**src/rtl/shift_add_multiplier.sv**
```systemverilog
// Sequential unsigned shift-and-add multiplier: one multiplier bit retired per clock,
// M-clock latency from accepted start to a one-cycle done pulse with a registered product.
module shift_add_multiplier #(
  parameter int N = 16,
  parameter int M = 16
) (
  input  logic             clk,
  input  logic             rst_n,
  input  logic             start,
  input  logic [N-1:0]     multiplicand,
  input  logic [M-1:0]     multiplier,
  output logic             busy,
  output logic             done,
  output logic [N+M-1:0]   product
);

  localparam int CW = $clog2(M + 1);

  typedef enum logic [1:0] {IDLE, RUN, DONE} state_t;

  state_t           state_q, state_d;
  logic [N-1:0]     mcand_q, mcand_d;
  logic [N+M:0]     acc_q, acc_d;
  logic [CW-1:0]    cnt_q, cnt_d;
  logic             busy_q, busy_d;
  logic             done_q, done_d;
  logic [N+M-1:0]   product_q, product_d;

  logic [N-1:0]     addend;
  logic [N:0]       sum;
  logic [N+M:0]     acc_shift;

  // 2:1 select feeding the adder; acc top bit is always zero so the carry slot
  // of the upper slice adds nothing and the carry of sum is preserved.
  always_comb begin
    addend    = acc_q[0] ? mcand_q : '0;
    sum       = acc_q[N+M:M] + {1'b0, addend};
    acc_shift = {1'b0, sum, acc_q[M-1:1]};
  end

  always_comb begin
    state_d   = state_q;
    mcand_d   = mcand_q;
    acc_d     = acc_q;
    cnt_d     = cnt_q;
    busy_d    = 1'b0;
    done_d    = 1'b0;
    product_d = product_q;
    case (state_q)
      IDLE: begin
        if (start) begin
          mcand_d = multiplicand;
          acc_d   = {1'b0, {N{1'b0}}, multiplier};
          cnt_d   = '0;
          state_d = RUN;
          busy_d  = 1'b1;
        end
      end
      RUN: begin
        acc_d = acc_shift;
        cnt_d = cnt_q + CW'(1);
        if (cnt_q == CW'(M - 1)) begin
          state_d   = DONE;
          done_d    = 1'b1;
          product_d = acc_shift[N+M-1:0];
        end else begin
          busy_d = 1'b1;
        end
      end
      DONE: begin
        state_d = IDLE;
      end
      default: begin
        state_d = IDLE;
      end
    endcase
  end

  always_ff @(posedge clk or negedge rst_n) begin
    if (!rst_n) begin
      state_q   <= IDLE;
      mcand_q   <= '0;
      acc_q     <= '0;
      cnt_q     <= '0;
      busy_q    <= 1'b0;
      done_q    <= 1'b0;
      product_q <= '0;
    end else begin
      state_q   <= state_d;
      mcand_q   <= mcand_d;
      acc_q     <= acc_d;
      cnt_q     <= cnt_d;
      busy_q    <= busy_d;
      done_q    <= done_d;
      product_q <= product_d;
    end
  end

  assign busy    = busy_q;
  assign done    = done_q;
  assign product = product_q;

endmodule

```
**config.mk**
```make
export PLATFORM = sky130hd
export DESIGN_NAME = shift_add_multiplier
export DESIGN_NICKNAME = d
export VERILOG_FILES = /design/src/rtl/shift_add_multiplier.sv
export SDC_FILE = /design/constraint.sdc
export NUM_CORES = 1
export LEC_CHECK = 0
export BUFFER_PORTS_ARGS = -buffer_cell sky130_fd_sc_hd__buf_4
export CAP_MARGIN = 20
export CORE_ASPECT_RATIO = 0.9
export CORE_MARGIN = 10
export CORE_UTILIZATION = 35
export DETAILED_ROUTE_END_ITERATION = 10
export MAX_ROUTING_LAYER = met4
export PLACE_DENSITY = 0.56
export SLEW_MARGIN = 20
export SYNTH_ARGS = -nofsm -noshare
export SYNTH_HDL_FRONTEND = slang
export SYNTH_SLANG_ARGS = --single-unit
```
**constraint.sdc**
```tcl
create_clock -name clk -period 2.6 [get_ports clk]
set_input_delay 0.65 -clock clk [delete_from_list [all_inputs] [get_ports clk]]
set_output_delay 0.65 -clock clk [all_outputs]
set_load 0.005 [all_outputs]
```
[After elaboration in Yosys (flattened, before gate mapping)]
Cells that the tools add are included.
Word-level totals
  register bits: 90
  bits of input ports: 35
  output and inout bits: 34
Cells by class
  $add $sub $neg: 2
  equality and inequality tests: 4
  muxes and demuxes: 13
  reductions and logical operators: 6
Operators with widths (number)
  one-hot mux 33 bit (2 select lines): 1
  two-way mux 33 bit: 1
  adder 17 x 16 -> 17 bit: 1
  two-way mux 16 bit: 1
  one-hot mux 5 bit (2 select lines): 1
  AND reduction 2 bit: 4
  adder 5 x 1 -> 5 bit (second input constant): 1
  == test 5 x 4 -> 1 bit (second input constant): 1
  two-way mux 5 bit: 1
  two-way mux 1 bit: 4
  two-way mux 2 bit: 2
  inequality test 2 bit (second input constant): 2
  one-hot mux 2 bit (2 select lines): 1
  == test 2 x 1 -> 1 bit (second input constant): 1
  zero test 2 bit: 1
  one-hot mux 1 bit (2 select lines): 1
  nonzero test 2 bit: 1

[Depth between registers and ports, before layout]
Gate-level depths: netlist of the first run.
  depth in word-level cells: 3
  mapped depth: 10
  gate-level depth less buffers: 9

[Worst setup path before layout of the first run]
Ideal clock, no wire load.
  path type: reg2reg
  start point: reg acc_q[0]
  end point: reg product_q[27], in the netlist product[27]
  setup time: 0.125 ns
  data arrival time: 2.377 ns
  data required time: 2.475 ns
  path slack: 0.098 ns
  cell stages (with the launch flop): 11
  buffers on the path: 1
  cells stage by stage: dfrtp_1 clkbuf_1 and2_1 ha_1 fa_1 a21o_1 a31oi_1 or3_4 nand2_2 xor2_1 mux2_2
Between the ends
  word-level cells in the longest chain between the ends: 2
RTL lines
  start, declared: line 23  | logic [N+M:0] acc_q, acc_d;
  start signal, assigned: line 83  | acc_q <= '0;
  start signal, assigned: line 91  | acc_q <= acc_d;
  two-way mux 16 bit: line 36  | addend = acc_q[0] ? mcand_q : '0;
  adder 17 x 16 -> 17 bit: line 37  | sum = acc_q[N+M:M] + {1'b0, addend};
  end signal, assigned: line 95  | product_q <= product_d;
  end, declared: line 27  | logic [N+M-1:0] product_q, product_d;
Every way passes these cells.
A chain may end at the register's enable or synchronous reset.

[Worst setup path after layout of the first run]
  start point: reg acc_q[0]
  end point: reg acc_q[29]
Between the ends
  word-level cells in the longest chain between the ends: 3
RTL lines
  two-way mux 16 bit: line 36
  adder 17 x 16 -> 17 bit: line 37
  one-hot mux 33 bit (2 select lines): line 49  | case (state_q)
Every way passes these cells.

==> results.toml, run 1 <==
[power_and_ir_drop]
peakVddDrop_mv = 0.463
power.density_mw_per_mm2 = 1270
power.leakage_nw = 2.61

[clocking]
clock_sink_count = 89
cts_buffers = 9
clkSlewWorstSetupHoldPaths_ns = 0.07
ctsHoldBuffers = 0
cts-root-buf = "clkbuf_16"
cts.htree.levels = 3
cts.path.max_buffers = 2
worst_skew_pair.late_latency_ns = 0.35
cts_tree = "built"

[logic_synthesis]
synth_edf_count = 0
synthesis.instances = 401
ys.warnings.count = 0
avgSynthCellArea_um2 = 11.1
yosys-top-cells-area = "dfrtp_1, mux2_2, ha_1"
area_share_of_the_largest_cell_type_after_synthesis_pct = 50.2
yosys.area.top_type = "dfrtp_1"
dominantRegCellSynth = "dfrtp_1"
synth-seq-cells = 89
synthesis.area_mm2 = 0.00444
synth_async_sr_flop_share_pct = 100
synth.lib_cells_used.distinct = 46
synth-seq-area-share_pct = 50.2
syn-num-nets = 455

[sta]
slew_violations = 0
finalCriticalPeriod_ns = 2.48
grt_setup_unrepaired = "no"
setup_viol_count_final = 0
max_freq_ghz = 0.404
finalClockSkew_ns = 0.00903
totalNegativeSetupSlack_ns = 0
postLayoutSetupSlackWorst_ns = 0.124
timing.final.hold_violations = 0
worst_margin_pin_slew_ns = 0.651
timing.max_slew.rel_slack_pct = 56.6
tcrit_tclk_final_pct = 95.2

[grt]
globalRouteOverflowTotal = 0
vias_in_the_first_global_route = 3364
grt_start_max_net_pins = 41
grt_busiest_layer = "met2"
met3_resource_use_gr_pct = 2.65
gr-usage-met2_pct = 19.0
antenna_found_initial = 0
global_route_wire_length_before_repair_mm = 17.6
gr-usage-all-layers_pct = 12.5
grt.met1_usage_pct = 16.2

[placement]
placedCellCount = 618
io_buffers = 68
hpwl_mm = 7.56
detailed_place.area_mm2 = 0.00517
dp_slack_ns = 0.105
place.gp.congestion = 0.875

[die]
fp-row-count = 38
die-width_um = 139
core_region_area_mm2 = 0.0122
die-height_um = 127
boundaryPins = 69
die_area_mm2 = 0.0176
start_util_pct = 36.3

[route]
remaining_drc_errors = 0
route.detailed.vias_per_inst = 5.04
wire_per_inst_um = 16.5
routed-via-count = 3201
firstDrtPassIters = 4
postRouteWirelength_mm = 10.5
drt_iter0_markers = 181
route.antenna.remaining_nets = 0

[critical_path]
path_max_fanout = 15
end_kind = "flop"
start_kind = "flop"
worst_ep_arrival_time_ns = 2.70
worstPathRequired_ns = 2.82
criticalPathCategory = "reg -> reg"
reg2reg_setup_slack_ns = 0.12

[status]
run_status = "completed"

[finish]
antenna-diode-count = 0
post_route_cells_drive_above_1_share_pct = 32.8
fin_area_mm2 = 0.00556
num-nets-final = 524
layoutNonFillerInstCount = 635
areaGrowthSynthToFinish_pct = 25.3
final_cell_mix = "dfrtp_1, buf_4, mux2_2"
layout.cells.most_common = "dfrtp_1"

[job]
max_capacitance_violation_count = 0

[hold_path]
hold_path.class = "in -> async"
[per-stage QoR]
step	utilization, %	hold slack, ns	power (mW)
5_1_grt	45.5	0.214	7.65
2_1_floorplan	-	0.354	4.49
3_5_place_dp	42.3	0.472	5.56
6_report	45.5	0.198	7.08
4_1_cts	45.1	0.195	7.09
3_3_place_gp	42.3	0.466	5.46
[state kept, by name, summed over array words and instances, names as in the netlist]
signal,cells
product,32
cnt_q,5
busy,1
acc_q,32
done,1
mcand_q,16
state_q,2
[synth_stat cells (all sizes together), types with 2 or more instances]
cell    count
xnor2       8
a21o        7
mux2       41
a21oi      35
a211oi      3
xor2        5
nand3       5
nand2      26
buf         7
nand4       4
nor2        6
o21ai      40
a22oi      16
inv         3
ha         18
dfrtp      89
clkbuf     17
a31oi       3
o21bai      4
nor3        2
nand3b      2
and2       16
nor2b      19
a22o       11
[cell type report]
class                   count  area [µm²]
well taps                 160         200
flip-flops and latches     89        2230
repair buffers             82         641
clock buffers              11         243
multi-input cells         285        2130
clock inverters             5         103
inverters                   3        11.3
fillers                  1153        6660
[per-layer routing]
metal | up-vias | routed length (µm)
met2 | 44 | 4990
met5 | - | 0
li1 | 1583 | -
met3 | 9 | 243
met4 | 0 | 118
met1 | 1565 | 5160
[logic make-up after synthesis]
| kind of cell | share of synthesized area (%) |
|---|---|
| AO/OA/AOI/OAI | 18.1 |
| multiplexers | 10.4 |
| AND/OR/NAND/NOR | 10.6 |
| flip-flops | 50.2 |
| buffers and inverters | 2.59 |
| adder cells (fa/ha/maj) | 5.53 |
| XOR/XNOR | 2.57 |
[power breakdown]
part	total (mW)	switching, mW	internal [mW]	leakage (nW)
clock network	1.50	0.539	0.964	0.166
logic	3.12	1.53	1.59	1.33
registers	2.45	0.414	2.04	1.11
[what timing repair did]
item / CTS / global route
gates resized for setup: 0 / 9
endpoints found under the setup margin: 0 / 10
setup buffers: 0 / 1
[worst max-delay path, cell delays in order (launching register included)]
cell,delay (ns)
dfrtp_1,0.38
buf_4,0.20
and2_1,0.15
ha_1,0.39
and4_1,0.27
nand2_1,0.06
or3_4,0.41
nand2_2,0.12
a21oi_2,0.06
a311o_1,0.32
[final timing paths]
kind | startpoint | endpoint | cells past startpoint
min | rst_n | product[8] | 1
max reg2reg | acc_q[0] | acc_q[29] | 9
min reg2reg | cnt_q[4] | cnt_q[4] | 2
max in group asynchronous | rst_n | acc_q[10] | 2
max | acc_q[0] | acc_q[29] | 9
min in group clk | cnt_q[4] | cnt_q[4] | 2
No activity file was read; power rests on OpenSTA's default activity.
==> inputs of run 2 (changes only) <==
ABC_CLOCK_PERIOD_IN_PS = 2200   (was not set)
CAP_MARGIN = not set   (was 20)
clock period = 2.2 ns   (was 2.6 ns; I/O delays follow)
==> results.toml, run 2 (synthesis gave the netlist of run 1 again) <==
[status]
run_status = "finished with violations"
failed_checks = "setup timing"

[critical_path]
path_max_fanout = 6
criticalPathCategory = "reg -> reg"
worst_ep_arrival_time_ns = 2.52
end_kind = "flop"
worst-path-stages = 9
start_kind = "flop"
path_buf_inv = 1
crit_slowest_cell = "dfrtp_2"
path_cells = "buf_12, and2_4, ha_4, and4_4, nand2_1, or3_4, nand2_4, a21oi_2, a311o_1"
reg2reg_setup_slack_ns = -0.1
worstPathRequired_ns = 2.43
timing.reg2reg.worst_path_depth = 9
crit_family = "simple AND/OR/NAND/NOR gates"
critical-path-max-stage-delay_ns = 0.44

[sta]
timing.final.hold_violations = 0
max_freq_ghz = 0.436
grt_setup_unrepaired = "yes"
worst_margin_pin_slew_ns = 0.482
fin_hold_ws_ns = 0.240
setup_viol_count_final = 10
finalClockSkew_ns = 0.00764
tcrit_tclk_final_pct = 104
slew_violations = 0
finalCriticalPeriod_ns = 2.30
postLayoutSetupSlackWorst_ns = -0.0953
timing.max_slew.rel_slack_pct = 67.9

[power_and_ir_drop]
power.density_mw_per_mm2 = 1530
power.leakage_nw = 2.80
total_power_mw = 9.37
peakVddDrop_mv = 0.645

[placement]
place.gp.congestion = 0.894
io_buffers = 68
hpwl_mm = 7.75

[clocking]
cts.path.max_buffers = 2
clock_sink_count = 89
cts_tree = "built"
clkSlewWorstSetupHoldPaths_ns = 0.06
cts_buffers = 9
cts-root-buf = "clkbuf_16"
ctsHoldBuffers = 0
cts.htree.levels = 3
worst_skew_pair.late_latency_ns = 0.35

[grt]
grt_start_max_net_pins = 90
globalRouteOverflowTotal = 0
vias_in_the_first_global_route = 3607
gr-usage-all-layers_pct = 13.5
antenna_found_initial = 0
global_route_wire_length_before_repair_mm = 19.0

[route]
postRouteWirelength_mm = 11.8
remaining_drc_errors = 0
route.detailed.vias_per_inst = 5.17
route.antenna.remaining_nets = 0
firstDrtPassIters = 4
wire_per_inst_um = 17.8
routed-via-count = 3435
drt_iter0_markers = 158

[finish]
post_route_cells_drive_above_1_share_pct = 45.4
layout.cells.most_common = "buf_4"
num-nets-final = 555
final_cell_mix = "buf_4, dfrtp_1, mux2_2"
areaGrowthSynthToFinish_pct = 38.2
antenna-diode-count = 0

[die]
die_area_mm2 = 0.0176
die-width_um = 139
fp-row-count = 38
boundaryPins = 69
die-height_um = 127
core_region_area_mm2 = 0.0122
start_util_pct = 36.3

[hold_path]
hold_path.class = "in -> async"

[job]
max_capacitance_violation_count = 0
-- run 2: cell count changes in the layout (fill, tap and decap cells not counted), sizes merged --
cell	before	now
buf	82	112
bufinv	3	0
clkbuf	11	12
clkinv	1	2
-- run 2: report_power, final --
group | leakage, nW | total (mW) | internal (mW) | switching (mW)
combinational | 1.55 | 4.97 | 2.71 | 2.27
clock | 0.133 | 1.42 | 0.810 | 0.615
sequential | 1.11 | 2.98 | 2.41 | 0.565
-- run 2: layer usage --
metal / track usage (%) / part of all wire (%) / up-vias
li1: - / - / 1646
met1: 16.6 / 46 / 1727
met2: 21.6 / 49 / 49
met3: 3.10 / 2.6 / 13
met4: 4.72 / 1.4 / 0
met5: - / 0 / -
-- run 2: layout make-up --
cell class | count | area [µm²]
Sequential cell | 89 | 2230
Tap cell | 160 | 200
Multi-Input combinational cell | 285 | 2500
Clock inverter | 3 | 17.5
Timing Repair Buffer | 113 | 915
Inverter | 3 | 11.3
Fill cell | 1096 | 6090
Clock buffer | 11 | 253
-- run 2: through the flow --
stage | cells | cell area (µm²) | setup WS, ns | setup TNS, ns | util (%)
finish | 664 | 6130 | -0.0953 | -0.416 | 50.2
global route | 664 | 6130 | -0.165 | -2.06 | 50.2
CTS | 662 | 5930 | -0.0847 | -0.399 | 48.6
detailed placement | 641 | 5380 | -0.157 | -1.36 | 44.0
global placement | 641 | 5380 | -0.141 | -0.905 | 44.0
floorplan | 401 | 4470 | -0.171 | -0.749 | -
-- run 2: repair_timing --
action,in CTS,in global routing
setup endpoints to repair,19,24
setup buffers,6,2
gates resized for setup,40,33
gates cloned,1,0
pin swaps,26,16
-- run 2: final timing paths --
check / from / to
worst min register to register: product[18] / product[18]
worst min-delay path: rst_n / acc_q[14]
max in group asynchronous: rst_n / mcand_q[8]
worst max-delay path: acc_q[0] / acc_q[29]
min in group clk: multiplicand[15] / mcand_q[15]
worst max register to register: acc_q[0] / acc_q[29]
==> inputs of run 3 (changes only) <==
CORE_UTILIZATION = 25   (was 35)
PLACE_DENSITY = 0.43   (was 0.56)
==> results.toml, run 3 (synthesis gave the netlist of run 1 again) <==
[die]
core_region_area_mm2 = 0.0175
die-height_um = 146
die_area_mm2 = 0.0235
boundaryPins = 69
die-width_um = 160
fp-row-count = 46
start_util_pct = 25.4

[finish]
areaGrowthSynthToFinish_pct = 39.8
post_route_cells_drive_above_1_share_pct = 45.0
finished_core_util_pct = 35.4
num-nets-final = 558
antenna-diode-count = 0
final_cell_mix = "buf_4, dfrtp_1, mux2_2"
layout.cells.most_common = "buf_4"

[sta]
worst_margin_pin_slew_ns = 0.397
finalClockSkew_ns = 0.00935
max_freq_ghz = 0.434
timing.final.hold_violations = 0
grt_setup_unrepaired = "yes"
finalCriticalPeriod_ns = 2.30
tcrit_tclk_final_pct = 105
slew_violations = 0
postLayoutSetupSlackWorst_ns = -0.103
setup_viol_count_final = 15
timing.max_slew.rel_slack_pct = 73.5
fin_hold_ws_ns = 0.0627

[grt]
vias_in_the_first_global_route = 3694
global_route_wire_length_before_repair_mm = 20.1
gr-usage-all-layers_pct = 10.9
grt_start_max_net_pins = 52
antenna_found_initial = 0
globalRouteOverflowTotal = 0

[route]
firstDrtPassIters = 4
route.detailed.vias_per_inst = 4.54
route.antenna.remaining_nets = 0
remaining_drc_errors = 0
routed-via-count = 3397
wire_per_inst_um = 16.2
drt_iter0_markers = 173
postRouteWirelength_mm = 12.2

[power_and_ir_drop]
power.density_mw_per_mm2 = 1490
peakVddDrop_mv = 0.521
power.leakage_nw = 2.81

[critical_path]
end_kind = "flop"
crit_slowest_cell = "dfrtp_2"
worstPathRequired_ns = 2.43
worst_ep_arrival_time_ns = 2.54
reg2reg_setup_slack_ns = -0.10
path_buf_inv = 2
crit_family = "compound AO/OA/AOI/OAI gates"
critical-path-max-stage-delay_ns = 0.45
start_kind = "flop"
path_max_fanout = 8
criticalPathCategory = "reg -> reg"
path_cells = "buf_12, and2_4, ha_4, a21o_1, a21oi_4, nand2_2, a211oi_4, buf_4, xnor2_2, mux2_4"

[clocking]
clock_sink_count = 89
cts_buffers = 9
cts.path.max_buffers = 2
worst_skew_pair.late_latency_ns = 0.35
cts-root-buf = "clkbuf_16"
cts_tree = "built"
clkSlewWorstSetupHoldPaths_ns = 0.07
ctsHoldBuffers = 0
cts.htree.levels = 3

[placement]
dp_slack_ns = -0.206
hpwl_mm = 8.61
place.gp.congestion = 0.793
io_buffers = 68

[status]
failed_checks = "setup timing"
run_status = "finished with violations"

[job]
max_capacitance_violation_count = 0

[hold_path]
hold_path.class = "in -> async"
==> run 3: cell types whose count changed in the layout (fill, tap and decap cells not counted), sizes merged <==
cell,previous run,this run
inv,3,5
buf,112,116
clkinv,2,1
==> run 3: final timing paths <==
check	from	to	cells after the start
setup reg to reg	acc_q[0]	product[28]	10
setup / recovery	acc_q[0]	product[28]	10
hold / removal	rst_n	acc_q[18]	1
hold reg to reg	product[17]	product[17]	2
min in group clk	multiplicand[13]	mcand_q[13]	2
max in group asynchronous	rst_n	acc_q[23]	2
==> run 3: timing repair <==
action / CTS / global route
setup endpoints to repair: 22 / 23
buffers inserted: 6 / 2
pin swaps: 23 / 19
resized for setup: 34 / 26
==> run 3: per-stage QoR <==
step                      setup TNS, ns  cell area [µm²]  total power [mW]  std cells
after floorplan                  -0.749             4470              5.36        401
after global placement            -1.90             5520              7.02        725
after detailed placement          -2.42             5520              7.06        725
after CTS                        -0.618             6070              9.11        747
after global routing              -2.40             6200              9.94        749
final                            -0.601             6200              9.21        749
==> run 3: power breakdown <==
group | switching, mW | total [mW] | internal, mW
clock | 0.699 | 1.57 | 0.870
sequential | 0.550 | 2.96 | 2.41
combinational | 2.15 | 4.68 | 2.54
total | 3.40 | 9.21 | 5.82
==> run 3: worst reg2reg max path: stages (launching register included) <==
cell and delay, ns:
dfrtp_2 0.45, buf_12 0.15, and2_4 0.14, ha_4 0.21, a21o_1 0.20, a21oi_4 0.19, nand2_2 0.11, a211oi_4 0.26
buf_4 0.16, xnor2_2 0.07, mux2_4 0.26
==> run 3: per-layer routing <==
layer	global-route usage (%)	up-vias	part of all wire [%]
met5	-	-	0
met4	3.21	0	1.2
met3	2.16	7	1.7
met2	17.7	34	49
met1	13.5	1705	48
li1	-	1651	-
==> run 3: final cells by class <==
type,count,area (µm²)
multi-input combinational,285,2420
timing repair buffer,116,936
inverter,3,11.3
clock buffer,12,267
clock inverter,4,33.8
tap,240,300
sequential,89,2230
fill,1768,11300
